==> config.mk <==
export PLATFORM = sky130hd
export DESIGN_NAME = count_capture
export DESIGN_NICKNAME = d
export VERILOG_FILES = /design/src/rtl/count_capture_pkg.sv /design/src/rtl/count_capture_fifo.sv /design/src/rtl/count_capture.sv
export SDC_FILE = /design/constraint.sdc
export NUM_CORES = 1
export LEC_CHECK = 0
export ABC_AREA = 1
export ABC_CLOCK_PERIOD_IN_PS = 4150
export BUFFER_PORTS_ARGS = -buffer_cell sky130_fd_sc_hd__clkbuf_2
export CAP_MARGIN = 20
export CORE_MARGIN = 3
export CORE_UTILIZATION = 33
export DETAILED_ROUTE_END_ITERATION = 7
export PLACE_DENSITY = 0.53
export SLEW_MARGIN = 30
export SYNTH_ARGS = -nofsm -noshare
export SYNTH_HDL_FRONTEND = slang
export SYNTH_SLANG_ARGS = --single-unit
export TNS_END_PERCENT = 1
==> constraint.sdc <==
create_clock -name clk -period 4.15 [get_ports clk]
set_clock_uncertainty 0.1 [all_clocks]
set_input_delay 0.415 -clock clk [delete_from_list [all_inputs] [get_ports clk]]
set_output_delay 0.415 -clock clk [all_outputs]
set_load 0.02 [all_outputs]
==> src/rtl/count_capture_pkg.sv <==
// Shared defaults, drop-counter sizing and the capture entry layout for count_capture.
package count_capture_pkg;

    localparam int DEF_WIDTH = 32;
    localparam int DEF_DEPTH = 4;

    localparam int                DROP_W   = 8;
    localparam logic [DROP_W-1:0] DROP_MAX = 8'd255;

    // Entry layout at the default width; the top re-declares it at its own WIDTH.
    typedef struct packed {
        logic [DEF_WIDTH-1:0] data;
        logic [DEF_WIDTH-1:0] delta;
    } entry_t;

endpackage

==> src/rtl/count_capture_fifo.sv <==
// Capture FIFO: storage, wrapping pointers, occupancy and push/pop/full/empty decisions.
module count_capture_fifo
    import count_capture_pkg::*;
#(
    parameter int  DEPTH = DEF_DEPTH,
    parameter type T     = entry_t,
    localparam int AW    = $clog2(DEPTH)
) (
    input  logic        clk,
    input  logic        rst,
    input  logic        push,
    input  T            wdata,
    input  logic        ready,
    output T            rdata,
    output logic        valid,
    output logic        accept,
    output logic        pop,
    output logic [AW:0] level
);

    localparam logic [AW:0] FULL_LVL = (AW+1)'(DEPTH);

    T            mem [DEPTH];
    logic [AW-1:0] wptr, rptr;
    logic          full;

    assign valid = (level != '0);
    assign full  = (level == FULL_LVL);
    assign pop   = valid & ready;
    // A full FIFO still takes a push when the head leaves in the same cycle.
    assign accept = push & (~full | pop);
    assign rdata  = valid ? mem[rptr] : '0;

    always_ff @(posedge clk) begin
        if (accept)
            mem[wptr] <= wdata;
    end

    always_ff @(posedge clk or posedge rst) begin
        if (rst) begin
            wptr  <= '0;
            rptr  <= '0;
            level <= '0;
        end else begin
            if (accept)
                wptr <= wptr + AW'(1);
            if (pop)
                rptr <= rptr + AW'(1);
            case ({accept, pop})
                2'b10:   level <= level + 1'b1;
                2'b01:   level <= level - 1'b1;
                default: level <= level;
            endcase
        end
    end

endmodule

==> src/rtl/count_capture.sv <==
// Captures count_in on each evt rising edge into a FIFO together with the delta
// from the previous accepted capture; tracks dropped captures.
module count_capture
    import count_capture_pkg::*;
#(
    parameter int WIDTH = DEF_WIDTH,
    parameter int DEPTH = DEF_DEPTH
) (
    input  logic                     clk,
    input  logic                     rst,
    input  logic [WIDTH-1:0]         count_in,
    input  logic                     evt,
    input  logic                     out_ready,
    input  logic                     clr_ovf,
    output logic                     out_valid,
    output logic [WIDTH-1:0]         out_data,
    output logic [WIDTH-1:0]         out_delta,
    output logic                     overflow,
    output logic [DROP_W-1:0]        drop_cnt,
    output logic [$clog2(DEPTH):0]   level
);

    typedef struct packed {
        logic [WIDTH-1:0] data;
        logic [WIDTH-1:0] delta;
    } cap_t;

    logic             evt_q;
    logic             det;
    logic             accept;
    logic             pop;
    logic             drop;
    logic [WIDTH-1:0] last_acc;
    cap_t             wentry, head;

    assign det          = evt & ~evt_q;
    assign wentry.data  = count_in;
    assign wentry.delta = count_in - last_acc;
    assign drop         = det & ~accept;

    count_capture_fifo #(
        .DEPTH (DEPTH),
        .T     (cap_t)
    ) u_fifo (
        .clk    (clk),
        .rst    (rst),
        .push   (det),
        .wdata  (wentry),
        .ready  (out_ready),
        .rdata  (head),
        .valid  (out_valid),
        .accept (accept),
        .pop    (pop),
        .level  (level)
    );

    assign out_data  = head.data;
    assign out_delta = head.delta;

    always_ff @(posedge clk or posedge rst) begin
        if (rst) begin
            evt_q    <= 1'b0;
            last_acc <= '0;
        end else begin
            evt_q <= evt;
            if (accept)
                last_acc <= count_in;
        end
    end

    // A drop in the same cycle as a clear wins: the flag stays set and counts this one.
    always_ff @(posedge clk or posedge rst) begin
        if (rst) begin
            overflow <= 1'b0;
            drop_cnt <= '0;
        end else if (clr_ovf) begin
            overflow <= drop;
            drop_cnt <= drop ? DROP_W'(1) : '0;
        end else if (drop) begin
            overflow <= 1'b1;
            if (drop_cnt != DROP_MAX)
                drop_cnt <= drop_cnt + 1'b1;
        end
    end

endmodule

## Yosys cells after proc, flatten, opt, wreduce, memory -nomap -nowiden

Memories as Yosys holds them, arrays and structs flattened.
Index checks and enable logic that the tools add are counted.

| storage, ports and cells | value |
|---|---|
| register bits after elaboration | 49 |
| bits in writable memories | 256 |
| bits of input ports | 37 |
| output and inout port bits | 77 |
| word-level logic and storage cells | 41 |
| memories kept | 1 |

| operators by class | value |
|---|---|
| $add $sub $neg | 6 |
| equal/unequal tests | 4 |
| multiplexer cells | 10 |
| bitwise logic cells | 8 |
| reduce and logical (&&, ||, !) cells | 5 |

Memory list:

| name | words | width | rd ports | clocked after memory_dff | wr ports | line | text |
|---|---|---|---|---|---|---|---|
| u_fifo.mem | 4 | 64 | 1 | 0 | 1 | count_capture_fifo.sv:23 | `T mem [DEPTH];` |

Operators by type and width:

| cell | number |
|---|---|
| $mux W64 | 1 |
| $sub A32 B32 Y32 | 1 |
| $mux W8 | 3 |
| $add A8 B1 Y8 const B | 1 |
| $ne A8 B8 Y1 const B | 1 |
| $pmux W3 S2 | 1 |
| $reduce_bool A2 Y1 | 3 |
| $mux W1 | 5 |
| $add A2 B1 Y2 const B | 2 |
| $and A1 B1 Y1 | 4 |
| $add A3 B1 Y3 const B | 1 |
| $eq A3 B3 Y1 const B | 1 |
| $not A1 Y1 | 3 |
| $reduce_bool A3 Y1 | 1 |
| $sub A3 B1 Y3 const B | 1 |
| $eq A2 B1 Y1 const B | 1 |
| $eq A2 B2 Y1 const B | 1 |
| $reduce_and A2 Y1 | 1 |
| $or A1 B1 Y1 | 1 |

## Depth between registers and ports, before layout

| depth | value |
|---|---|
| depth after elaboration | 8 |
| gate-level depth with buffers | 13 |
| depth with buffers taken out | 13 |

## Hierarchy

Synthesis repeated with hierarchy kept, for this count alone.

| second synthesis, totals | value |
|---|---|
| cells, all modules | 1,520 |
| area, all modules | 14,478.9 µm² |

Modules (own cells, without submodules):

| module | instances | cells each | area an instance (µm²) | sequential area each (µm²) |
|---|---|---|---|---|
| count_capture_fifo | 1 | 812 | 10,312.4 | 7,862.5 |
| count_capture | 1 | 708 | 4,166.5 | 1,051.0 |

## Worst setup path after synthesis

OpenSTA, ideal clock, no wires.

| timing path | value |
|---|---|
| path type | register to register |
| start point | register u_fifo.level[0] |
| end point | memory u_fifo.mem[0][0] in the netlist's numbering (enable) |
| library setup time | 0.486 ns |
| data arrival time | 3.601 ns |
| required time | 3.564 ns |
| path slack | -0.038 ns |
| stages on the path, launching flop included | 6 |
| buffers on the path | 1 |
| clock period less this slack | 4.188 ns |
| cells stage by stage | dfrtp_1 -> nor2_1 -> nand3_1 -> nand2_1 -> buf_2 -> nor2_1 |

| between the ends | value |
|---|---|
| word-level cells in the longest chain between the ends | 6 |
| elaborated cells on any way between the ends | 8 |
| classes of those cells | 1 x eq/ne; 2 x mux; 4 x bitwise; 1 x reduce/logical |

RTL lines:

| what | line | text |
|---|---|---|
| start, declared | count_capture_fifo.sv:18 | `output logic [AW:0] level` |
| start signal, assigned | count_capture_fifo.sv:50 | `2'b10: level <= level + 1'b1;` |
| start signal, assigned | count_capture_fifo.sv:51 | `2'b01: level <= level - 1'b1;` |
| start signal, assigned | count_capture_fifo.sv:52 | `default: level <= level;` |
| $reduce_bool A3 Y1 / $eq A3 B3 Y1 (equally long branches) | count_capture_fifo.sv:27, count_capture_fifo.sv:28 |  |
| $and A1 B1 Y1 / $not A1 Y1 (equally long branches) | count_capture_fifo.sv:29, count_capture_fifo.sv:31 |  |
| $or A1 B1 Y1 (*) | count_capture_fifo.sv:31 | `assign accept = push & (~full \| pop);` |
| $and A1 B1 Y1 (*) | count_capture_fifo.sv:31 |  |
| $mux W1 (*) | count_capture_fifo.sv:35 | `if (accept)` |
| $mux W1 (implied by the code) (*) | count_capture_fifo.sv:36 | `mem[wptr] <= wdata;` |
| end, declared | count_capture_fifo.sv:23 |  |

Mark *: on every way between the ends. The rest lies on a longest branch, timed or not.

## Worst setup path in the final report

| timing path | value |
|---|---|
| start point | register u_fifo.rptr[0] |
| end point | output out_data[0] |

| between the ends | value |
|---|---|
| word-level cells in the longest chain between the ends | 2 |

RTL lines:

| what | line | text |
|---|---|---|
| start, declared | count_capture_fifo.sv:24 | `logic [AW-1:0] wptr, rptr;` |
| start signal, assigned | count_capture_fifo.sv:48 | `rptr <= rptr + AW'(1);` |
| $mem_v2 Z4 W64 | -- |  |
| $mux W64 | count_capture_fifo.sv:32 | `assign rdata = valid ? mem[rptr] : '0;` |
| end, declared | count_capture.sv:16 | `output logic [WIDTH-1:0] out_data,` |

Every way passes these cells.

==> run_results.csv <==
group,metric,value,unit
status,status,"finished clean",
finish,nNetsFinal,1702,
finish,final_common_cell,"nor2_1",
synth,avgSynthCellArea,9.49,um^2
critical_path,cp.required,3.63,ns
detailed_routing,routed_via_density,4.65,
clock_network,clockBufferDepth,3,
clock_network,cts_made_buffers,36,
synth,synth_top_area_cell,"edfxtp_1",
critical_path,crit_slowest_cell,"dfrtp_4",
detailed_routing,drc,0,
critical_path,critPathBufInv,3,
critical_path,cp-end-kind,"output port",
power,p_leak,7.01,nW
grt,grt_first_pass_wirelength,57700,um
detailed_routing,first_pass_iters,5,
die,start_util,33.8,%
sta,slew_headroom,45.2,%
sta,hold_viol_final,0,
sta,tightest_slew,0.822,ns
synth,syn_inst,1515,
die,die_w,215,um
finish,diodes,0,
power,p_per_area,701,nW/um^2
critical_path,arrival,2.74,ns
place,io_buffer_count,113,
critical_path,crit_chain,"inv_2, buf_4, o21ai_0, a21oi_1, clkbuf_2",
detailed_routing,first_iter_violations,536,
synth,seq_area_frac_synth,62.0,%
die,die_h,215,um
clock_network,postCtsSetupRepairBufs,0,
clock_network,root_buffer,"clkbuf_16",
clock_network,cts.sinks,305,
grt,antenna_found_initial,1,
sta,fmax,307,MHz
finish,fin_cells,2232,
sta,finalMaxSlewViolations,0,
critical_path,path_class,"reg2out",
clock_network,cts_max_level,2,
sta,finalSetupViolCount,0,
synth,yosys_register_bits,305,
grt,grt_usage,15.7,%
die,core,42500,um^2
power,ir_worst_vdd,0.437,mV
finish,final_util,39.4,%
synth,synthTopCellsByArea,"edfxtp_1 53%, dfrtp_1 8.5%, nor2_1 8.2%",
sta,post-route-min-period,3.26,ns
critical_path,slowest_delay,0.67,ns
synth,synth_area,14400,um^2
die,die_area,46100,um^2
hold_path,hp-class,"in2reg",
sta,rsz0062_at_grt,"no",
finish,areaGrowthSynthToFinish,16.5,%
place,dp_cells,2163,
critical_path,critPathLaunchType,"register",
detailed_routing,wl,36500,um
power,power,11.7,mW
clock_network,path_clk_slew,0.06,ns
die,io_pins,114,
detailed_routing,ant_nets,0,
clock_network,clkLatencyLatePin,0.52,ns
critical_path,crit_path_max_fanout,85,
clock_network,cts_tree,"built",
synth,synth_nets,1590,
sta,finalCritPeriodShare,78.5,%
die,rows,75,
place,gp_congestion,0.866,
finish,final_cell_mix,"309 x nor2_1, 301 x nand2_1, 256 x edfxtp_1",
job,max_cap_violations,0,
grt,grt_max_degree,90,
synth,synth_top_area_share,53.4,%
synth,ys_warn_count,0,
finish,drive_gt1_share,11.7,%
detailed_routing,vias,10381,
synth,synth_cell_types,29,
critical_path,crit_family,"buffers and inverters",
detailed_routing,wl_per_cell,16.3,um
grt,grt_pass1_vias,10180,
grt,overflow,0,
place,hpwl,23900,um
## stage by stage
step | cell area [um^2] | TNS, ns | worst slack (ns) | hold WS [ns]
after floorplan | 14400 | -9.62 | -0.0376 | 0.346
after global placement | 15600 | 0 | 1.40 | 0.369
after detailed placement | 15600 | 0 | 1.38 | 0.375
after CTS | 16700 | 0 | 0.814 | 0.0334
after global routing | 16700 | 0 | 0.657 | 0.0459
final | 16700 | 0 | 0.892 | 0.0606
## area by class of cell
type | instances | area, um^2
Sequential cell | 305 | 8920
Tap cell | 577 | 722
Inverter | 170 | 638
Fill cell | 4180 | 25800
Clock buffer | 48 | 967
Clock inverter | 18 | 141
Multi-Input combinational cell | 981 | 4590
Timing Repair Buffer | 133 | 771
## worst register-to-register path: stages (launching register included)
cell	delay, ns
dfrtp_1	0.38
ha_1	0.25
fa_1	0.41
inv_1	0.12
nand3_1	0.08
nand3_1	0.14
nand3_1	0.09
nand3_1	0.20
nand2_1	0.11
nand3_1	0.10
nand2_1	0.11
## cells in the mapped netlist
cell	number
a21o_1	1
buf_6	1
o21ai_1	3
nor3_2	1
edfxtp_1	256
nand2_1	301
a21oi_1	87
fa_1	2
nor2_2	1
nor2_1	314
nand2_2	1
and2_1	1
nand3_1	31
clkinv_1	1
o21bai_1	3
ha_1	36
nor3_1	2
xnor2_1	1
dfrtp_1	49
buf_2	26
buf_1	1
xor2_1	21
nand4_1	8
clkbuf_1	27
or2_2	2
buf_4	4
inv_2	2
inv_1	167
o21ai_0	165
## final timing paths
| path | startpoint | endpoint | slack [ns] | depth (start not counted) |
|---|---|---|---|---|
| setup / recovery | u_fifo.rptr[0] | out_data[0] | 0.89 | 5 |
| hold / removal | count_in[0] | u_fifo.mem[3][32] | 0.06 | 1 |
| setup reg to reg | last_acc[0] | u_fifo.mem[3][28] | 1.77 | 10 |
| hold reg to reg | overflow | overflow | 0.39 | 2 |
| max in group asynchronous | rst | last_acc[14] | 2.70 | 4 |
| min in group asynchronous | rst | last_acc[3] | 0.46 | 3 |
## metal layers
metal / vias up / part of all wire (%) / track usage [%]
li1: 5193 / - / -
met1: 4933 / 45 / 20.5
met2: 209 / 49 / 27.5
met3: 44 / 4.7 / 2.74
met4: 2 / 1.6 / 3.64
met5: - / 0.036 / 0
## where the power goes
group	internal [mW]	total [mW]	switching [mW]
registers	3.93	4.11	0.177
clock network	1.77	2.96	1.19
logic	1.37	4.67	3.31
## state kept, by name, summed over array words and instances (netlist names)
signal	count
overflow	1
u_fifo.wptr	2
u_fifo.rptr	2
last_acc	32
u_fifo.mem	256
drop_cnt	8
evt_q	1
u_fifo.level	3
## cell families (layout without fill, tap and decap cells)
logic type / count (synthesis) / in the layout / synth area share, %
and+or+nand+nor: 662 / 662 / 17.8
DFF: 305 / 305 / 62.0
AOI/OAI and AO/OA: 259 / 259 / 9.08
buffers and inverters: 229 / 369 / 6.36
adders and majority gates: 38 / 38 / 3.41
xor gates and xnor gates: 22 / 22 / 1.34
## what timing repair did
| action | in CTS | in global routing |
|---|---|---|
| gates resized for setup | 0 | 0 |
| hold buffers | 2 | 0 |
| endpoints found under the hold margin | 27 | 0 |
Power figures use the tool's default switching activity.
